<file path="config.mk">
export PLATFORM = sky130hd
export DESIGN_NAME = seq_div_unit_flat
export DESIGN_NICKNAME = d
export VERILOG_FILES = /design/src/rtl/seq_div_unit_if.sv /design/src/rtl/seq_div_unit.sv /design/src/flat_wrapper.sv
export SDC_FILE = /design/constraint.sdc
export NUM_CORES = 1
export LEC_CHECK = 0
export CAP_MARGIN = 20
export CORE_MARGIN = 5
export CORE_UTILIZATION = 45
export CTS_CLUSTER_SIZE = 10
export DETAILED_ROUTE_END_ITERATION = 8
export PLACE_DENSITY = 0.66
export SLEW_MARGIN = 20
export SYNTH_ARGS = -nofsm -noshare
export SYNTH_HDL_FRONTEND = slang
export SYNTH_SLANG_ARGS = --single-unit
</file>
<file path="constraint.sdc">
create_clock -name clk -period 4.05 [get_ports clk]
set_input_delay 0.405 -clock clk [delete_from_list [all_inputs] [get_ports clk]]
set_output_delay 0.405 -clock clk [all_outputs]
set_load 0.1 [all_outputs]
</file>
<file path="src/rtl/seq_div_unit_if.sv">
// Divider request/result bundle between the ALU control unit and seq_div_unit.
// The control unit side is master; the divider side is slave.
// RZ packs {remainder, quotient}.
interface seq_div_unit_if #(
  parameter int WIDTH = 32
);
  logic               start;
  logic               abort;
  logic               is_signed;
  logic [WIDTH-1:0]   RA;
  logic [WIDTH-1:0]   RB;
  logic               busy;
  logic               done;
  logic               div_zero;
  logic               overflow;
  logic [2*WIDTH-1:0] RZ;

  modport master (
    output start, abort, is_signed, RA, RB,
    input  busy, done, div_zero, overflow, RZ
  );

  modport slave (
    input  start, abort, is_signed, RA, RB,
    output busy, done, div_zero, overflow, RZ
  );
endinterface

</file>
<file path="src/rtl/seq_div_unit.sv">
// Iterative restoring divider, BPC quotient bits per cycle, signed/unsigned.
// Latency: done rises WIDTH/BPC+1 edges after the start edge; start ignored while busy.
// Optional SEQ_DIV_FAST_ZERO_EN: zero divisor skips the iteration and completes next edge.
module seq_div_unit #(
  parameter int WIDTH = 32,
  parameter int BPC   = 1
) (
  input logic          clk,
  input logic          rst_n,
  seq_div_unit_if.slave bus
);

  localparam int STEPS = WIDTH / BPC;
  localparam int CW    = $clog2(STEPS + 1);

  localparam logic [1:0] S_IDLE = 2'd0;
  localparam logic [1:0] S_ITER = 2'd1;
  localparam logic [1:0] S_FIX  = 2'd2;

  logic [1:0]         state;
  logic [CW-1:0]      cnt;
  logic               a_neg;
  logic               b_neg;
  logic               zero_div;
  logic               ovf_case;
  logic [WIDTH-1:0]   ra_raw;
  logic [WIDTH-1:0]   mb;
  logic [WIDTH-1:0]   quo;
  logic [WIDTH-1:0]   rem;
  logic [2*WIDTH-1:0] rz_q;
  logic               done_q;
  logic               dz_q;
  logic               ov_q;

  logic [WIDTH-1:0]   ma_in;
  logic [WIDTH-1:0]   mb_in;
  logic [WIDTH-1:0]   quo_step;
  logic [WIDTH-1:0]   rem_step;
  logic [WIDTH:0]     sh;
  logic [WIDTH-1:0]   quo_fix;
  logic [WIDTH-1:0]   rem_fix;

  // Operand magnitudes; the most negative value maps onto itself, which is
  // the correct unsigned magnitude.
  always_comb begin
    ma_in = (bus.is_signed && bus.RA[WIDTH-1]) ? -bus.RA : bus.RA;
    mb_in = (bus.is_signed && bus.RB[WIDTH-1]) ? -bus.RB : bus.RB;
  end

  // BPC restoring steps; the shifted partial remainder is WIDTH+1 bits, and
  // after a subtract it always fits back into WIDTH bits because rem < mb.
  always_comb begin
    rem_step = rem;
    quo_step = quo;
    sh       = '0;
    for (int i = 0; i < BPC; i++) begin
      sh       = {rem_step, quo_step[WIDTH-1]};
      quo_step = {quo_step[WIDTH-2:0], 1'b0};
      if (sh >= {1'b0, mb}) begin
        rem_step    = WIDTH'(sh - {1'b0, mb});
        quo_step[0] = 1'b1;
      end else begin
        rem_step = sh[WIDTH-1:0];
      end
    end
  end

  // Sign correction and divide-by-zero override; MIN / -1 falls out naturally
  // as quotient MIN, remainder 0.
  always_comb begin
    quo_fix = (a_neg ^ b_neg) ? -quo : quo;
    rem_fix = a_neg ? -rem : rem;
    if (zero_div) begin
      quo_fix = '1;
      rem_fix = ra_raw;
    end
  end

  // Control FSM and datapath registers; abort wins over start and completion.
  always_ff @(posedge clk or negedge rst_n) begin
    if (!rst_n) begin
      state    <= S_IDLE;
      cnt      <= '0;
      a_neg    <= 1'b0;
      b_neg    <= 1'b0;
      zero_div <= 1'b0;
      ovf_case <= 1'b0;
      ra_raw   <= '0;
      mb       <= '0;
      quo      <= '0;
      rem      <= '0;
      rz_q     <= '0;
      done_q   <= 1'b0;
      dz_q     <= 1'b0;
      ov_q     <= 1'b0;
    end else begin
      done_q <= 1'b0;
      if (bus.abort) begin
        state <= S_IDLE;
      end else begin
        case (state)
          S_IDLE: begin
            if (bus.start) begin
              a_neg    <= bus.is_signed & bus.RA[WIDTH-1];
              b_neg    <= bus.is_signed & bus.RB[WIDTH-1];
              zero_div <= (bus.RB == '0);
              ovf_case <= bus.is_signed && (bus.RA == {1'b1, {(WIDTH-1){1'b0}}}) &&
                          (bus.RB == '1);
              ra_raw   <= bus.RA;
              mb       <= mb_in;
              quo      <= ma_in;
              rem      <= '0;
              cnt      <= CW'(STEPS);
`ifdef SEQ_DIV_FAST_ZERO_EN
              state    <= (bus.RB == '0) ? S_FIX : S_ITER;
`else
              state    <= S_ITER;
`endif
            end
          end
          S_ITER: begin
            quo <= quo_step;
            rem <= rem_step;
            cnt <= cnt - CW'(1);
            if (cnt == CW'(1)) begin
              state <= S_FIX;
            end
          end
          S_FIX: begin
            rz_q   <= {rem_fix, quo_fix};
            dz_q   <= zero_div;
            ov_q   <= ovf_case & ~zero_div;
            done_q <= 1'b1;
            state  <= S_IDLE;
          end
          default: state <= S_IDLE;
        endcase
      end
    end
  end

  assign bus.busy     = (state != S_IDLE);
  assign bus.done     = done_q;
  assign bus.RZ       = rz_q;
  assign bus.div_zero = dz_q;
  assign bus.overflow = ov_q;

endmodule
</file>
<file path="src/flat_wrapper.sv">
// flat-port wrapper written by rule: the top's interface ports become plain ports
module seq_div_unit_flat 
#(
  parameter int WIDTH = 32,
  parameter int BPC   = 1
)
  (clk, rst_n, bus_start, bus_abort, bus_is_signed, bus_RA, bus_RB, bus_busy, bus_done, bus_div_zero, bus_overflow, bus_RZ);
  seq_div_unit_if #(.WIDTH(WIDTH)) bus_i ();
  input logic clk;
  input logic rst_n;
  input wire logic [$bits(bus_i.start)-1:0] bus_start;
  input wire logic [$bits(bus_i.abort)-1:0] bus_abort;
  input wire logic [$bits(bus_i.is_signed)-1:0] bus_is_signed;
  input wire logic [$bits(bus_i.RA)-1:0] bus_RA;
  input wire logic [$bits(bus_i.RB)-1:0] bus_RB;
  output wire logic [$bits(bus_i.busy)-1:0] bus_busy;
  output wire logic [$bits(bus_i.done)-1:0] bus_done;
  output wire logic [$bits(bus_i.div_zero)-1:0] bus_div_zero;
  output wire logic [$bits(bus_i.overflow)-1:0] bus_overflow;
  output wire logic [$bits(bus_i.RZ)-1:0] bus_RZ;
  assign bus_i.start = bus_start;
  assign bus_i.abort = bus_abort;
  assign bus_i.is_signed = bus_is_signed;
  assign bus_i.RA = bus_RA;
  assign bus_i.RB = bus_RB;
  assign bus_busy = bus_i.busy;
  assign bus_done = bus_i.done;
  assign bus_div_zero = bus_i.div_zero;
  assign bus_overflow = bus_i.overflow;
  assign bus_RZ = bus_i.RZ;
  seq_div_unit #(.WIDTH(WIDTH), .BPC(BPC)) u_core (.clk(clk), .rst_n(rst_n), .bus(bus_i));
endmodule
</file>
==> impl_metrics.csv <==
group,metric,value,unit
outcome,status,"finished clean",
clock_tree,cts_hold_buf,1,
power_and_ir_drop,p_per_area,814.3,mW/mm^2
worst_setup_path,start_kind,"register",
sta,fin_skew,0.01441,ns
worst_setup_path,end_kind,"register",
worst_setup_path,cp_data_arrival_time,3.80,ns
sta,tightest_slew,0.9961,ns
die,start_util,45.92,%
die,die_x,178.8,um
cells_and_area,fillers,2679,
route,first_pass_iters,5,
sta,hold_violations,0,
sta,slew_viol_final,0,
yosys,syn-cell-area,0.01283,sq mm
yosys,synth_top_cell_area_share,40.39,%
route,wl_met1,16.82,mm
place,dpl_worst_slack,0.5484,ns
route,post_drt_via_cell_ratio,5.579,
route,ant_nets,0,
sta,rsz0062_at_grt,"no",
cells_and_area,final_util,54.77,%
worst_setup_path,critPathKind,"reg2reg",
cells_and_area,antenna_cells,0,
sta,max_freq,293.2,MHz
yosys,synth_cells,1573,
clock_tree,cts.clk_slew.worst_paths,0.05,ns
yosys,synth.area.top_cells,"dfrtp_1, nand2_1, o21ai_0",
power_and_ir_drop,swShare,48.21,%
power_and_ir_drop,pwr-share-clk,16.2,%
die,io_pins,137,
yosys,synth_cell_type_count,62,
global_routing,antenna_found_initial,0,
power_and_ir_drop,seqPwrFrac,28.5,%
worst_setup_path,required,4.44,ns
hold_path,min_path_type,"in2async",
route,drc,0,
cells_and_area,areaGrowthSynthToFinish,19.28,%
yosys,seq_area_frac_synth,40.39,%
yosys,ys_ff_latch,207,
yosys,synth_flop_cell,"dfrtp_1",
sta,holdWs,0.4452,ns
power_and_ir_drop,internal_power,0.006452,W
clock_tree,cts_resized,0,
yosys,async_reset_ff_share,100.0,%
power_and_ir_drop,finalPower,0.01246,W
route,routedWlPerCell,17.95,um
place,dpl.hpwl,27.43,mm
die,fp.dieH,178.8,um
clock_tree,clk-insertion-delay-late,0.54,ns
cells_and_area,nNetsFinal,1785,
power_and_ir_drop,p_comb_share,55.2,%
power_and_ir_drop,leakagePower,6.757,nW
sta,post-route-worst-setup-slack,0.6395,ns
route,drt_wl_total,37.02,mm
power_and_ir_drop,power_switching,0.006006,W
yosys,ys_warn_count,0,
sta,maxSlewHeadroom,33.38,%
clock_tree,post_cts_buffers,0,
global_routing,grt_pass1_wl,60.41,mm
route,num_vias,11510,
clock_tree,root_buffer,"clkbuf_16",
global_routing,grt_overflow_total,0,
die,core,0.02793,sq mm
clock_tree,cts_tree,"yes",
route,drt_iter0_markers,831,
clock_tree,clk_path_buf_depth,3,
cells_and_area,layout-drive-gt1-share,4.392,%
sta,final-setup-viol-count,0,
global_routing,track_usage,23.19,%
run,cap_violations,0,
clock_tree,cts.sinks,207,
clock_tree,cts-htree-levels,1,
worst_setup_path,critPathMaxFanout,4,
place,gp_congestion,0.8921,
sta,fin_tns_setup,0,ns
sta,fin_crit_sh,84.21,%
power_and_ir_drop,peakVddDrop,0.0004102,V
die,core.rowCount,61,
die,dieArea,0.03198,sq mm
yosys,synthesis.area_per_instance,8.154,sq um
route,wl_met3,1.881,mm
yosys,synth_edf_count,0,
sta,post-route-min-period,3.411,ns
route,dr_wl_met2,17.37,mm
clock_tree,cts_buffers,25,
global_routing,grt_pass1_vias,11300,
yosys,synth_fp_nets,1682,
yosys,synth_top_area_cell,"dfrtp_1",
route,top_layer_used,"met4",
global_routing,grt_max_degree,89,
place,io_buffers,136,
metrics by stage:
| step | area (sq um) | cells |
|---|---|---|
| after floorplan | 12830 | 1573 |
| final | 15300 | 2063 |
| after CTS | 15270 | 2062 |
| after global routing | 15300 | 2063 |
| after detailed placement | 14560 | 2025 |
| after global placement | 14560 | 2025 |
synth_stat cells, types with 11 or more instances:
cell / number
nand2_1: 296
dfrtp_1: 207
o21ai_0: 182
a21oi_1: 141
nor2_1: 133
xor2_1: 84
clkbuf_1: 76
xnor2_1: 58
inv_1: 52
ha_1: 39
o31ai_1: 24
nor3_1: 23
mux2i_1: 19
nand3_1: 18
and3_1: 17
nand2b_1: 17
o221ai_1: 15
or4_1: 14
nand4_1: 13
nor4_1: 13
a21o_1: 12
o41ai_1: 12
or3_1: 11
layout by cell type, fill, tap and decap left out, types with 24 or more instances in the layout:
cell             synthesis  layout
o21ai_0                182     181
xor2_1                  84      84
ha_1                    39      39
dfrtp_1                207     206
clkdlybuf4s50_1          0     135
clkbuf_16                0      25
inv_1                   52      52
nand2_1                296     296
a21oi_1                141     141
o31ai_1                 24      24
xnor2_1                 58      58
nor2_1                 133     132
metal layers:
metal / up-vias / track usage, %
met5: - / 0
met4: 0 / 5.820
met3: 61 / 2.741
met2: 299 / 38.65
met1: 5497 / 32.30
li1: 5653 / -
power groups by stage:
stage / Clock [W] / Combinational (W) / Sequential (W)
finish: 0.00202 / 0.00688 / 0.00356
global route: 0.00214 / 0.00762 / 0.00366
CTS: 0.00206 / 0.00688 / 0.00354
detailed placement: 0 / 0.00685 / 0.00357
global placement: 0 / 0.00681 / 0.00354
floorplan: 0 / 0.00438 / 0.00415
cell families after synthesis:
kind of cell,share of synthesized area [%]
AOI/OAI and AO/OA,19.73
adders and majority gates,3.961
and+or+nand+nor,20.73
xor gates and xnor gates,9.697
buffers and inverters,4.019
DFF,40.39
muxes,1.483
critical path, stage by stage, from the launching register on:
cell and delay, ns:
dfrtp_1 0.37, inv_1 0.12, ha_1 0.19, inv_1 0.06
fa_1 0.40, a21oi_1 0.18, o2111ai_1 0.24, a211oi_1 0.53
o21ai_0 0.32, a31oi_1 0.29, o21ai_0 0.12, a31oi_1 0.20
xor2_1 0.16, o21ai_0 0.08
sequential cells by signal (all words and copies together) (netlist names):
register	count
u_core.state	2
u_core.ra_raw	32
u_core.ovf_case	1
u_core.a_neg	1
u_core.quo	32
u_core.zero_div	1
u_core.rem	32
u_core.bus.done	1
u_core.mb	32
u_core.b_neg	1
u_core.bus.overflow	1
u_core.cnt	6
u_core.bus.div_zero	1
u_core.bus.RZ	64
final timing paths:
kind,startpoint,end,slack [ns],cells past startpoint
max,u_core.quo[31]$_DFFE_PN0P_,u_core.rem[30]$_DFFE_PN0P_,0.64,13
min,rst_n,u_core.bus.RZ[34]$_DFFE_PN0P_,0.45,2
max reg2reg,u_core.quo[31]$_DFFE_PN0P_,u_core.rem[30]$_DFFE_PN0P_,0.64,13
min reg2reg,u_core.bus.RZ[0]$_DFFE_PN0P_,u_core.bus.RZ[0]$_DFFE_PN0P_,0.46,2
max in group asynchronous,rst_n,u_core.zero_div$_DFFE_PN0P_,2.52,3
min in group clk,u_core.bus.RZ[0]$_DFFE_PN0P_,u_core.bus.RZ[0]$_DFFE_PN0P_,0.46,2
final cells by class:
class	instances	area (sq um)	share of cell area (%)
Multi-Input combinational cell	1230	7168	46.86
Sequential cell	207	5181	33.87
Timing Repair Buffer	159	1573	10.28
Clock buffer	34	679.4	4.441
Tap cell	378	473.0	3.092
Inverter	53	198.9	1.300
Clock inverter	2	25.02	0.1636
Power figures use the tool's default switching activity.
